==> config.mk <==
export PLATFORM = sky130hd
export DESIGN_NAME = axi_addr_router_flat
export DESIGN_NICKNAME = d
export VERILOG_FILES = /design/src/rtl/axi_addr_router_if.sv /design/src/rtl/axi_addr_router.sv /design/src/flat_wrapper.sv
export SDC_FILE = /design/constraint.sdc
export NUM_CORES = 1
export LEC_CHECK = 0
export ABC_AREA = 1
export CELL_PAD_IN_SITES_DETAIL_PLACEMENT = 0
export CELL_PAD_IN_SITES_GLOBAL_PLACEMENT = 1
export CORE_MARGIN = 4
export CORE_UTILIZATION = 31
export CTS_BUF_LIST = sky130_fd_sc_hd__clkbuf_16
export DETAILED_ROUTE_END_ITERATION = 6
export GPL_TIMING_DRIVEN = 0
export PLACE_DENSITY_LB_ADDON = 0.05
export SYNTH_ARGS = -nofsm -noshare
export SYNTH_HDL_FRONTEND = slang
export SYNTH_SLANG_ARGS = --single-unit
==> constraint.sdc <==
create_clock -name ACLK -period 2.4 [get_ports ACLK]
set_input_delay 0.48 -clock ACLK [delete_from_list [all_inputs] [get_ports ACLK]]
set_output_delay 0.48 -clock ACLK [all_outputs]
set_load 0.01 [all_outputs]
==> src/rtl/axi_addr_router_if.sv <==
// Address-channel bundle between an upstream AXI master, the address router
// and the downstream interconnect stage.
interface axi_addr_router_if #(
  parameter int unsigned ADDR_WIDTH = 32,
  parameter int unsigned SLAVE_NUM  = 5
);
  logic                  s_valid;
  logic                  s_ready;
  logic [ADDR_WIDTH-1:0] s_addr;
  logic                  m_valid;
  logic                  m_ready;
  logic [ADDR_WIDTH-1:0] m_addr;
  logic [SLAVE_NUM-1:0]  m_select;
  logic                  m_decerr;

  // Router side.
  modport slave (
    input  s_valid, s_addr, m_ready,
    output s_ready, m_valid, m_addr, m_select, m_decerr
  );

  // Upstream/downstream environment side.
  modport master (
    output s_valid, s_addr, m_ready,
    input  s_ready, m_valid, m_addr, m_select, m_decerr
  );
endinterface

==> src/rtl/axi_addr_router.sv <==
// Registered base/mask address decoder for one AXI address channel, with an
// outstanding-transaction lock that keeps responses ordered across slaves.
module axi_addr_router #(
  parameter int unsigned                         ADDR_WIDTH      = 32,
  parameter int unsigned                         SLAVE_NUM       = 5,
  parameter logic [SLAVE_NUM*ADDR_WIDTH-1:0]     SLV_BASE        = {SLAVE_NUM{32'h0}},
  parameter logic [SLAVE_NUM*ADDR_WIDTH-1:0]     SLV_MASK        = {SLAVE_NUM{32'hF000_0000}},
  parameter int unsigned                         MAX_OUTSTANDING = 4
) (
  input  logic                                   ACLK,
  input  logic                                   ARESETn,
  axi_addr_router_if.slave                       bus,
  input  logic                                   rsp_done,
  output logic [$clog2(MAX_OUTSTANDING+1)-1:0]   outstanding,
  output logic                                   busy
);
  localparam int unsigned TW = $clog2(SLAVE_NUM + 1);
  localparam int unsigned CW = $clog2(MAX_OUTSTANDING + 1);

  typedef enum logic {IDLE, ACTIVE} state_t;

  state_t                state_q, state_d;
  logic [CW-1:0]         cnt_q, cnt_d;
  logic [TW-1:0]         locked_q, locked_d;
  logic                  m_valid_q, m_valid_d;
  logic [ADDR_WIDTH-1:0] m_addr_q, m_addr_d;
  logic [SLAVE_NUM-1:0]  m_select_q, m_select_d;
  logic                  m_decerr_q, m_decerr_d;

  logic [TW-1:0]         target;
  logic                  hit;
  logic [SLAVE_NUM-1:0]  onehot;
  logic                  stall;
  logic                  s_ready_c;
  logic                  accept;
  logic                  dec;

  // Lowest-index window wins; no hit falls through to the DECERR code.
  always_comb begin
    target = TW'(SLAVE_NUM);
    hit    = 1'b0;
    for (int unsigned i = 0; i < SLAVE_NUM; i++) begin
      if (!hit && ((bus.s_addr & SLV_MASK[i*ADDR_WIDTH +: ADDR_WIDTH]) ==
                   (SLV_BASE[i*ADDR_WIDTH +: ADDR_WIDTH] & SLV_MASK[i*ADDR_WIDTH +: ADDR_WIDTH]))) begin
        target = TW'(i);
        hit    = 1'b1;
      end
    end
  end

  always_comb begin
    onehot = '0;
    for (int unsigned i = 0; i < SLAVE_NUM; i++) begin
      if (target == TW'(i)) onehot[i] = 1'b1;
    end
  end

  always_comb begin
    stall     = (cnt_q == CW'(MAX_OUTSTANDING)) ||
                ((state_q == ACTIVE) && (target != locked_q));
    s_ready_c = (!m_valid_q || bus.m_ready) && !stall;
    accept    = bus.s_valid && s_ready_c;
    // A completion with nothing outstanding is dropped rather than wrapping.
    dec       = rsp_done && (cnt_q != '0);

    cnt_d = cnt_q;
    if (accept && !dec)      cnt_d = cnt_q + CW'(1);
    else if (!accept && dec) cnt_d = cnt_q - CW'(1);

    state_d = state_q;
    case (state_q)
      IDLE:    if (accept) state_d = ACTIVE;
      ACTIVE:  if (cnt_d == '0) state_d = IDLE;
      default: state_d = IDLE;
    endcase

    locked_d   = locked_q;
    m_valid_d  = m_valid_q;
    m_addr_d   = m_addr_q;
    m_select_d = m_select_q;
    m_decerr_d = m_decerr_q;
    if (accept) begin
      locked_d   = target;
      m_valid_d  = 1'b1;
      m_addr_d   = bus.s_addr;
      m_select_d = onehot;
      m_decerr_d = (target == TW'(SLAVE_NUM));
    end else if (bus.m_ready) begin
      m_valid_d  = 1'b0;
    end
  end

  always_ff @(posedge ACLK or negedge ARESETn) begin
    if (!ARESETn) begin
      state_q    <= IDLE;
      cnt_q      <= '0;
      locked_q   <= TW'(SLAVE_NUM);
      m_valid_q  <= 1'b0;
      m_addr_q   <= '0;
      m_select_q <= '0;
      m_decerr_q <= 1'b0;
    end else begin
      state_q    <= state_d;
      cnt_q      <= cnt_d;
      locked_q   <= locked_d;
      m_valid_q  <= m_valid_d;
      m_addr_q   <= m_addr_d;
      m_select_q <= m_select_d;
      m_decerr_q <= m_decerr_d;
    end
  end

  assign bus.s_ready  = s_ready_c;
  assign bus.m_valid  = m_valid_q;
  assign bus.m_addr   = m_addr_q;
  assign bus.m_select = m_select_q;
  assign bus.m_decerr = m_decerr_q;
  assign outstanding  = cnt_q;
  assign busy         = (cnt_q != '0);
endmodule

==> src/flat_wrapper.sv <==
// flat-port wrapper written by rule: the top's interface ports become plain ports
module axi_addr_router_flat 
#(
  parameter int unsigned                         ADDR_WIDTH      = 32,
  parameter int unsigned                         SLAVE_NUM       = 5,
  parameter logic [SLAVE_NUM*ADDR_WIDTH-1:0]     SLV_BASE        = {SLAVE_NUM{32'h0}},
  parameter logic [SLAVE_NUM*ADDR_WIDTH-1:0]     SLV_MASK        = {SLAVE_NUM{32'hF000_0000}},
  parameter int unsigned                         MAX_OUTSTANDING = 4
)
  (ACLK, ARESETn, rsp_done, outstanding, busy, bus_s_valid, bus_s_addr, bus_m_ready, bus_s_ready, bus_m_valid, bus_m_addr, bus_m_select, bus_m_decerr);
  axi_addr_router_if #(.ADDR_WIDTH(ADDR_WIDTH), .SLAVE_NUM(SLAVE_NUM)) bus_i ();
  input  logic ACLK;
  input  logic ARESETn;
  input  logic rsp_done;
  output logic [$clog2(MAX_OUTSTANDING+1)-1:0] outstanding;
  output logic busy;
  input wire logic [$bits(bus_i.s_valid)-1:0] bus_s_valid;
  input wire logic [$bits(bus_i.s_addr)-1:0] bus_s_addr;
  input wire logic [$bits(bus_i.m_ready)-1:0] bus_m_ready;
  output wire logic [$bits(bus_i.s_ready)-1:0] bus_s_ready;
  output wire logic [$bits(bus_i.m_valid)-1:0] bus_m_valid;
  output wire logic [$bits(bus_i.m_addr)-1:0] bus_m_addr;
  output wire logic [$bits(bus_i.m_select)-1:0] bus_m_select;
  output wire logic [$bits(bus_i.m_decerr)-1:0] bus_m_decerr;
  assign bus_i.s_valid = bus_s_valid;
  assign bus_i.s_addr = bus_s_addr;
  assign bus_i.m_ready = bus_m_ready;
  assign bus_s_ready = bus_i.s_ready;
  assign bus_m_valid = bus_i.m_valid;
  assign bus_m_addr = bus_i.m_addr;
  assign bus_m_select = bus_i.m_select;
  assign bus_m_decerr = bus_i.m_decerr;
  axi_addr_router #(.ADDR_WIDTH(ADDR_WIDTH), .SLAVE_NUM(SLAVE_NUM), .SLV_BASE(SLV_BASE), .SLV_MASK(SLV_MASK), .MAX_OUTSTANDING(MAX_OUTSTANDING)) u_core (.ACLK(ACLK), .ARESETn(ARESETn), .bus(bus_i), .rsp_done(rsp_done), .outstanding(outstanding), .busy(busy));
endmodule
; Word-level counts from Yosys, hierarchy flattened
; Cells that the tools add are included.
[word_totals]
ff_bits = 46
elab_cells = 63
[op_classes]
add_sub_neg = 2
n_eq_ne = 7
mux = 21
bitwise_logic = 1
n_reduce_logical = 25
[op_table]
columns = cell, count
row1 = logical NOT 32 bit, 1
row2 = 2-to-1 mux 3 bit, 7
row3 = 2-to-1 mux 1 bit, 13
row4 = logical AND 1 bit, 10
row5 = == test 3 bit (second input constant), 3
row6 = logical NOT 1 bit, 8
row7 = == test 3 x 2 -> 1 bit (second input constant), 2
row8 = logical NOT 3 bit, 2
row9 = adder 3 x 1 -> 3 bit (second input constant), 1
row10 = == test 3 x 1 -> 1 bit (second input constant), 1
row11 = inequality test 3 bit, 1
row12 = nonzero test 3 bit, 1
row13 = subtractor 3 x 1 -> 3 bit (second input constant), 1
row14 = logical OR 1 bit, 2
row15 = one-hot mux 1 bit (2 select lines), 1
row16 = nonzero test 2 bit, 1
row17 = NOT 1 bit, 1

; Logic depth before layout (Yosys ltp)
; Gate-level depths: netlist (run 1).
[depth]
word_depth = 27
ltp_mapped = 12
ltp_nobuf = 11

; Worst setup path before layout (run 1)
; Ideal clock, no wire load.
[synth_path]
path_type = reg2reg
start = register u_core.cnt_q[0] (netlist: u_core.outstanding[0])
end = register u_core.state_q
setup_time_ns = 0.125
arrival_ns = 1.496
slack_ns = 0.779
path_stages_with_launch = 12
period_less_slack_ns = 1.621
cell_sequence = dfrtp_1 > inv_1 > ha_1 > a21oi_2 > nand3_2 > buf_6 > nand2_4 > nand2_1 > nand2_1 > nand2_2 > nor2_1 > a21oi_1
[synth_via]
elab_chain_len = 12
[synth_lines]
columns = item, line_no
row1 = "start, declared", axi_addr_router.sv:23  ; logic [CW-1:0] cnt_q, cnt_d;
row2 = "start signal, assigned", axi_addr_router.sv:104  ; cnt_q <= cnt_d;
row3 = == test 3 bit, axi_addr_router.sv:59  ; stall = (cnt_q == CW'(MAX_OUTSTANDING)) ||
row4 = logical OR 1 bit, axi_addr_router.sv:59
row5 = logical NOT 1 bit, axi_addr_router.sv:61  ; s_ready_c = (!m_valid_q || bus.m_ready) && !stall;
row6 = logical AND 1 bit, axi_addr_router.sv:61
row7 = logical AND 1 bit, axi_addr_router.sv:62  ; accept = bus.s_valid && s_ready_c;
row8 = logical NOT 1 bit, axi_addr_router.sv:68  ; else if (!accept && dec) cnt_d = cnt_q - CW'(1);
row9 = logical AND 1 bit, axi_addr_router.sv:68
row10 = 2-to-1 mux 3 bit, axi_addr_router.sv:68
row11 = 2-to-1 mux 3 bit *, axi_addr_router.sv:67  ; if (accept && !dec) cnt_d = cnt_q + CW'(1);
row12 = net u_core.cnt_d[0], axi_addr_router.sv:23
row13 = logical NOT 3 bit *, axi_addr_router.sv:73  ; ACTIVE: if (cnt_d == '0) state_d = IDLE;
row14 = 2-to-1 mux 1 bit *, axi_addr_router.sv:73
row15 = one-hot mux 1 bit (2 select lines) *, axi_addr_router.sv:71  ; case (state_q)
row16 = net u_core.state_d, axi_addr_router.sv:22  ; state_t state_q, state_d;
row17 = "end signal, assigned", axi_addr_router.sv:103  ; state_q <= state_d;
row18 = "end, declared", axi_addr_router.sv:22
; Mark *: on every way through the listed nets, which the timed path passes. The rest lies on a longest branch.
; A chain may end at the register's enable or synchronous reset.

; Worst setup path after layout (run 1)
[layout_path]
start = register u_core.cnt_q[0] (netlist: u_core.outstanding[0])
end = output port busy
[layout_via]
elab_chain_len = 1
[layout_lines]
columns = item, line_no
row1 = nonzero test 3 bit, axi_addr_router.sv:119  ; assign busy = (cnt_q != '0);
row2 = "end, declared", flat_wrapper.sv:16  ; output logic busy;
; No other way between the ends.

==> flow_summary_export.csv, run 1 <==
group,metric,value,unit
floorplan,ios,81,
worst_setup_path,crit_start,"u_core.outstanding[0]",
sta,min_period_over_period,87.1,%
worst_setup_path,worstPathRequired,1920,ps
floorplan,rows,26,
worst_setup_path,start_kind,"flop",
logic_synthesis,synth.most_common_cell,"nand2_1",
placement,port_buffers,76,
clocking,cts.sinks,40,
routing,vias,1496,
logic_synthesis,synth-main-ff-cell,"dfrtp_1",
worst_setup_path,r2r-start,"u_core.outstanding[0]",
logic_synthesis,yosysUniqueCellTypes,22,
clocking,cts_max_level,2,
logic_synthesis,yosys_warnings,0,
clocking,clock_path_buffers,2,
power_and_ir_drop,p_total,3.66,mW
sta,finClkSkew,4.51,ps
global_routing,antenna_found_initial,0,
worst_setup_path,critPathKind,"reg2out",
routing,drt-initial-drc-count,47,
floorplan,fp.dieArea,6840,sq um
clocking,cts_tree,"done",
routing,drtAntennaViolNets,0,
logic_synthesis,synth_seq_cells,40,
clocking,root_buffer,"clkbuf_16",
sta,setup_viol,0,
power_and_ir_drop,p_per_area,1320,nW/um^2
floorplan,start_util,32.8,%
logic_synthesis,synth.top_cells.by_area,"dfrtp_1 (56%), nand2_1 (25%), ha_1 (2.2%)",
sta,rsz0062_at_grt,"no",
logic_synthesis,yosysTopAreaCell,"dfrtp_1",
worst_setup_path,cp.arrival,1610,ps
sta,maxSlewViolCount,0,
hold_path,hold_class,"in2async",
sta,min_period,2090,ps
worst_setup_path,crit_path_end_kind,"primary output",
finish,final_core_util,52.7,%
global_routing,gr-total-overflow,0,
logic_synthesis,synth-seq-area-share,58.0,%
power_and_ir_drop,p_leak,1.42,nW
clocking,clk_pin_slew,60,ps
logic_synthesis,syn-instance-count,203,
placement,globalplace.congestion,0.713,
global_routing,grt_max_degree,22,
finish,fin_nets,330,
global_routing,first_global_vias,1456,
logic_synthesis,synth_edf_count,0,
floorplan,core_area,5270,sq um
sta,slew_headroom,65.7,%
logic_synthesis,yosysTopAreaCellShare,56.4,%
finish,nFillCells,512,
floorplan,die_height,82.7,um
placement,dp_hpwl,3150,um
logic_synthesis,async_reset_ff_share,100,%
global_routing,grt_usage,13.4,%
clocking,cts_hold_buf,0,
run_status,status,"finished clean",
global_routing,grt_pass1_wl,7020,um
clocking,insertion_delay,280,ps
sta,tightest_slew,514,ps
power_and_ir_drop,peakVddDrop,0.490,mV
floorplan,die_w,82.7,um
logic_synthesis,synthesis.area,1730,sq um
job,maxCapViolations,0,
sta,fmax,479,MHz
routing,wl_per_cell,11.7,um
finish,area_growth,60.6,%
finish,drive_gt1_share,10.7,%
finish,antenna_cells,0,
routing,route.detailed.drc,0,
sta,hold_viol,0,
logic_synthesis,syn-mean-instance-area,8.52,sq um
routing,dr.pass1.iters,4,
logic_synthesis,synthTopCellsByCount,"nand2_1 (113), dfrtp_1 (39), inv_1 (10)",
routing,vias_per_cell,4.14,
routing,wirelength,4220,um
worst_setup_path,crit_path_max_fanout,4,
clocking,numCtsBuffers,5,
per-stage QoR:
step	hold WS [ps]	std cells	setup slack [ps]	setup TNS [ps]	instance area, sq um
global route	211	361	218	0	2780
CTS	184	361	0.699	0	2780
global placement	461	352	-270	-10480	2590
detailed placement	464	353	2.70	0	2610
finish	176	361	310	0	2780
floorplan	184	206	779	0	1740
cells by family (layout without fill, tap and decap cells):
| logic type | count (synthesis) | count (layout) | synth area share (%) |
|---|---|---|---|
| other cells | 1 | 4 | 0.217 |
| flops | 40 | 40 | 58.0 |
| simple gates | 130 | 130 | 30.8 |
| buf+inv | 22 | 107 | 6.51 |
| fa+ha+maj | 3 | 3 | 2.17 |
| compound gates | 7 | 7 | 2.39 |
path summary, 6_finish.rpt:
path                                   endpoint  slack, ps  cells past startpoint
setup / recovery                           busy        310                      4
hold / removal               u_core.bus.m_valid        180                      1
setup reg to reg                 u_core.state_q        660                      8
hold reg to reg            u_core.bus.m_addr[8]        470                      2
max in group asynchronous    u_core.locked_q[0]       1670                      2
min in group ACLK          u_core.bus.m_addr[8]        470                      2
timing repair:
item / CTS / global route
gates resized for setup: 0 / 1
endpoints found under the setup margin: 0 / 1
setup buffers: 0 / 0
hold endpoints to repair: 0 / 0
power breakdown:
part | total, mW | internal [mW] | leakage [nW] | switching, mW
Combinational | 1.73 | 0.901 | 0.843 | 0.827
Sequential | 1.20 | 1.01 | 0.488 | 0.188
Clock | 0.728 | 0.484 | 0.0850 | 0.244
layout make-up:
| class | count | area [sq um] | share of cell area (%) |
|---|---|---|---|
| Sequential cell | 40 | 1000 | 36.1 |
| Inverter | 11 | 41.3 | 1.49 |
| Buffer | 11 | 71.3 | 2.57 |
| Clock buffer | 5 | 125 | 4.50 |
| Tap cell | 70 | 87.6 | 3.15 |
| Timing Repair Buffer | 77 | 786 | 28.3 |
| Multi-Input combinational cell | 144 | 626 | 22.5 |
| Clock inverter | 3 | 38.8 | 1.40 |
worst max-delay path, stage by stage, from the launching register on:
cell	delay [ps]
dfrtp_1	390
inv_1	90
ha_1	230
nand2_1	90
clkdlybuf4s50_1	540
flip-flops by register name, summed over array words and instances, names as in the netlist:
register	flops
u_core.bus.m_addr	32
u_core.bus.m_decerr	1
u_core.bus.m_select	1
u_core.bus.m_valid	1
u_core.locked_q	1
u_core.outstanding	3
u_core.state_q	1
routing by layer:
layer  part of all wire (%)  GRT usage, %
met1                     46          17.9
met5                      0             0
met3                    9.4          4.66
met4                    1.2          3.92
met2                     44          20.5
cell usage in the layout, fill, tap and decap left out, drive strengths merged:
| cell | instances |
|---|---|
| nand2 | 115 |
| clkdlybuf4s50 | 74 |
| dfrtp | 39 |
| buf | 13 |
| inv | 12 |
| nand3 | 7 |
| clkbuf | 5 |
| conb | 4 |
| a21oi | 4 |
| nor2 | 4 |
| ha | 3 |
| nand4 | 2 |
| or2 | 2 |
| o21ai | 2 |
| o21a | 1 |
| bufinv | 1 |
| clkinv | 1 |
| dlymetal6s2s | 1 |
| dfstp | 1 |
No activity file was read; power rests on OpenSTA's default activity.
==> run 2: changes to the inputs <==
--- a/config.mk
+++ b/config.mk
@@ -8,12 +8,12 @@
 export ABC_AREA = 1
 export CELL_PAD_IN_SITES_DETAIL_PLACEMENT = 0
 export CELL_PAD_IN_SITES_GLOBAL_PLACEMENT = 1
-export CORE_MARGIN = 4
+export CORE_MARGIN = 2
 export CORE_UTILIZATION = 31
 export CTS_BUF_LIST = sky130_fd_sc_hd__clkbuf_16
 export DETAILED_ROUTE_END_ITERATION = 6
 export GPL_TIMING_DRIVEN = 0
-export PLACE_DENSITY_LB_ADDON = 0.05
+export PLACE_DENSITY_LB_ADDON = 0.12
 export SYNTH_ARGS = -nofsm -noshare
 export SYNTH_HDL_FRONTEND = slang
 export SYNTH_SLANG_ARGS = --single-unit
==> constraint.sdc (replaced) <==
create_clock -name ACLK -period 2.5 [get_ports ACLK]
set_input_delay 0.5 -clock ACLK [delete_from_list [all_inputs] [get_ports ACLK]]
set_output_delay 0.5 -clock ACLK [all_outputs]
set_load 0.01 [all_outputs]
==> run 2 against run 1 <==
Effect of this change:
- sequential share of layout area rose by 0.34 points
- via count rose by 0.33%
- clock skew rose by 0.84 ps
- global-route usage barely moved
- clock-buffer cell count did not move
- clock power fell by 18%
- design area fell by 0.95%
- register-to-register slack improved by 80 ps
- sequential power fell by 4%
- core utilization fell by 2.1 points
- cell count rose by 0.28%
==> flow_summary_export.csv, run 2 (synthesis gave the netlist of run 1 again) <==
group,metric,value,unit
run_status,status,"finished clean",
clocking,post_cts_buffers,0,
worst_setup_path,worstPathRequired,2000,ps
clocking,cts.sinks,40,
sta,hold_viol,0,
sta,fmax,415,MHz
routing,drt-initial-drc-count,38,
power_and_ir_drop,seqPwrFrac,33.7,%
power_and_ir_drop,p_total,3.41,mW
floorplan,die_w,78.7,um
global_routing,grt_pass1_wl,6560,um
placement,dpl_worst_slack,74.0,ps
routing,dr.pass1.iters,4,
finish,layout_commonest_cell,"nand2_1",
floorplan,rows,27,
power_and_ir_drop,clockPowerShare,17.6,%
clocking,numCtsBuffers,5,
worst_setup_path,critPathKind,"in2out",
routing,wirelength,4000,um
clocking,cts_max_level,2,
power_and_ir_drop,intPower,2.20,mW
routing,vias,1501,
worst_setup_path,start_kind,"input port",
finish,area_growth,59.1,%
finish,largest_reg_flops,32,
placement,place_inst,355,
routing,route.detailed.drc,0,
sta,maxSlewViolCount,0,
global_routing,gr-total-overflow,0,
placement,port_buffers,76,
clocking,cts_tree,"done",
floorplan,die_height,78.7,um
routing,vias_per_cell,4.15,
floorplan,start_util,31.8,%
clocking,cts_hold_buf,0,
sta,min_period_over_period,96.3,%
clocking,root_buffer,"clkbuf_16",
clocking,clk_pin_slew,60,ps
global_routing,grt_max_degree,22,
hold_path,hold_class,"in2async",
worst_setup_path,crit_path_end_kind,"primary output",
floorplan,fp.dieArea,6190,sq um
global_routing,antenna_found_initial,0,
finish,final_core_util,50.6,%
floorplan,core_area,5440,sq um
power_and_ir_drop,p_per_area,1240,nW/um^2
power_and_ir_drop,p_comb_share,48.7,%
sta,worst_slack,92.9,ps
global_routing,grt_usage,13.4,%
routing,drtAntennaViolNets,0,
sta,min_period,2410,ps
sta,setup-tns-final,0,ps
finish,antenna_cells,0,
routing,wl_per_cell,11.1,um
sta,setup_viol,0,
clocking,post_cts_resized,0,
job,maxCapViolations,0,
worst_setup_path,cp.arrival,1910,ps
power_and_ir_drop,p_sw_share,35.4,%
placement,globalplace.congestion,0.734,
placement,dp_hpwl,2960,um
worst_setup_path,crit_path_max_fanout,3,
clocking,insertion_delay,280,ps
finish,drive_gt1_share,10.7,%
clocking,clock_path_buffers,2,
finish,fin_nets,330,
finish,final_cell_mix,"nand2_1 (113), clkdlybuf4s50_1 (75), dfrtp_1 (39)",
power_and_ir_drop,p_leak,1.39,nW
power_and_ir_drop,peakVddDrop,0.443,mV
global_routing,first_global_vias,1404,
power_and_ir_drop,power_switching,1.21,mW
floorplan,ios,81,
sta,finClkSkew,5.35,ps
sta,rsz0062_at_grt,"no",
finish,stdcell_count,362,
run 2: cell count changes in the layout (fill, tap and decap cells not counted):
cell / before / now
inv_1: 11 / 10
clkinvlp_4: 0 / 1
clkdlybuf4s50_1: 74 / 75
bufinv_16: 1 / 0
dlymetal6s2s_1: 1 / 0
run 2: cell type report:
class                   count  area (sq um)
fillers                   550          2690
flip-flops and latches     40          1000
repair buffers             77           783
multi-input cells         144           626
clock buffers               5           125
well taps                  72          90.1
plain buffers              11          71.3
inverters                  11          41.3
clock inverters             2          12.5
run 2: through the flow:
stage | hold slack (ps) | cell area, sq um
detailed placement | 465 | 2610
CTS | 209 | 2750
finish | 191 | 2750
global placement | 462 | 2590
global route | 219 | 2750
floorplan | 204 | 1740
run 2: worst paths after layout:
check	start	to	slack, ps	cells past startpoint
hold reg to reg	u_core.bus.m_decerr	u_core.bus.m_decerr	480	2
hold / removal	ARESETn	u_core.bus.m_addr[31]	190	1
min in group ACLK	u_core.bus.m_decerr	u_core.bus.m_decerr	480	2
setup / recovery	bus_s_addr[29]	bus_s_ready	90	7
setup reg to reg	u_core.outstanding[0]	u_core.state_q	740	8
max in group asynchronous	ARESETn	u_core.bus.m_addr[12]	1840	2
run 2: power groups by stage:
stage	clock network [mW]	registers [mW]	logic [mW]
final	0.599	1.15	1.66
after global placement	0	1.16	1.67
after CTS	0.619	1.16	1.69
after floorplan	0	1.29	0.678
after global routing	0.645	1.19	1.85
after detailed placement	0	1.16	1.69
run 2: layer usage:
metal,global-route usage (%),vias up,share of wire [%]
met5,0,-,0
met4,3.68,0,0.47
met3,3.68,2,6.4
met2,19.9,46,47
met1,19.0,677,47
li1,-,776,-
run 2: worst max-delay path, stage by stage:
cell and delay [ps]:
clkdlybuf4s50_1 440, nor2_2 140, nand3_1 100, nand3_2 110
nand2_1 50, inv_1 50, clkdlybuf4s50_1 520
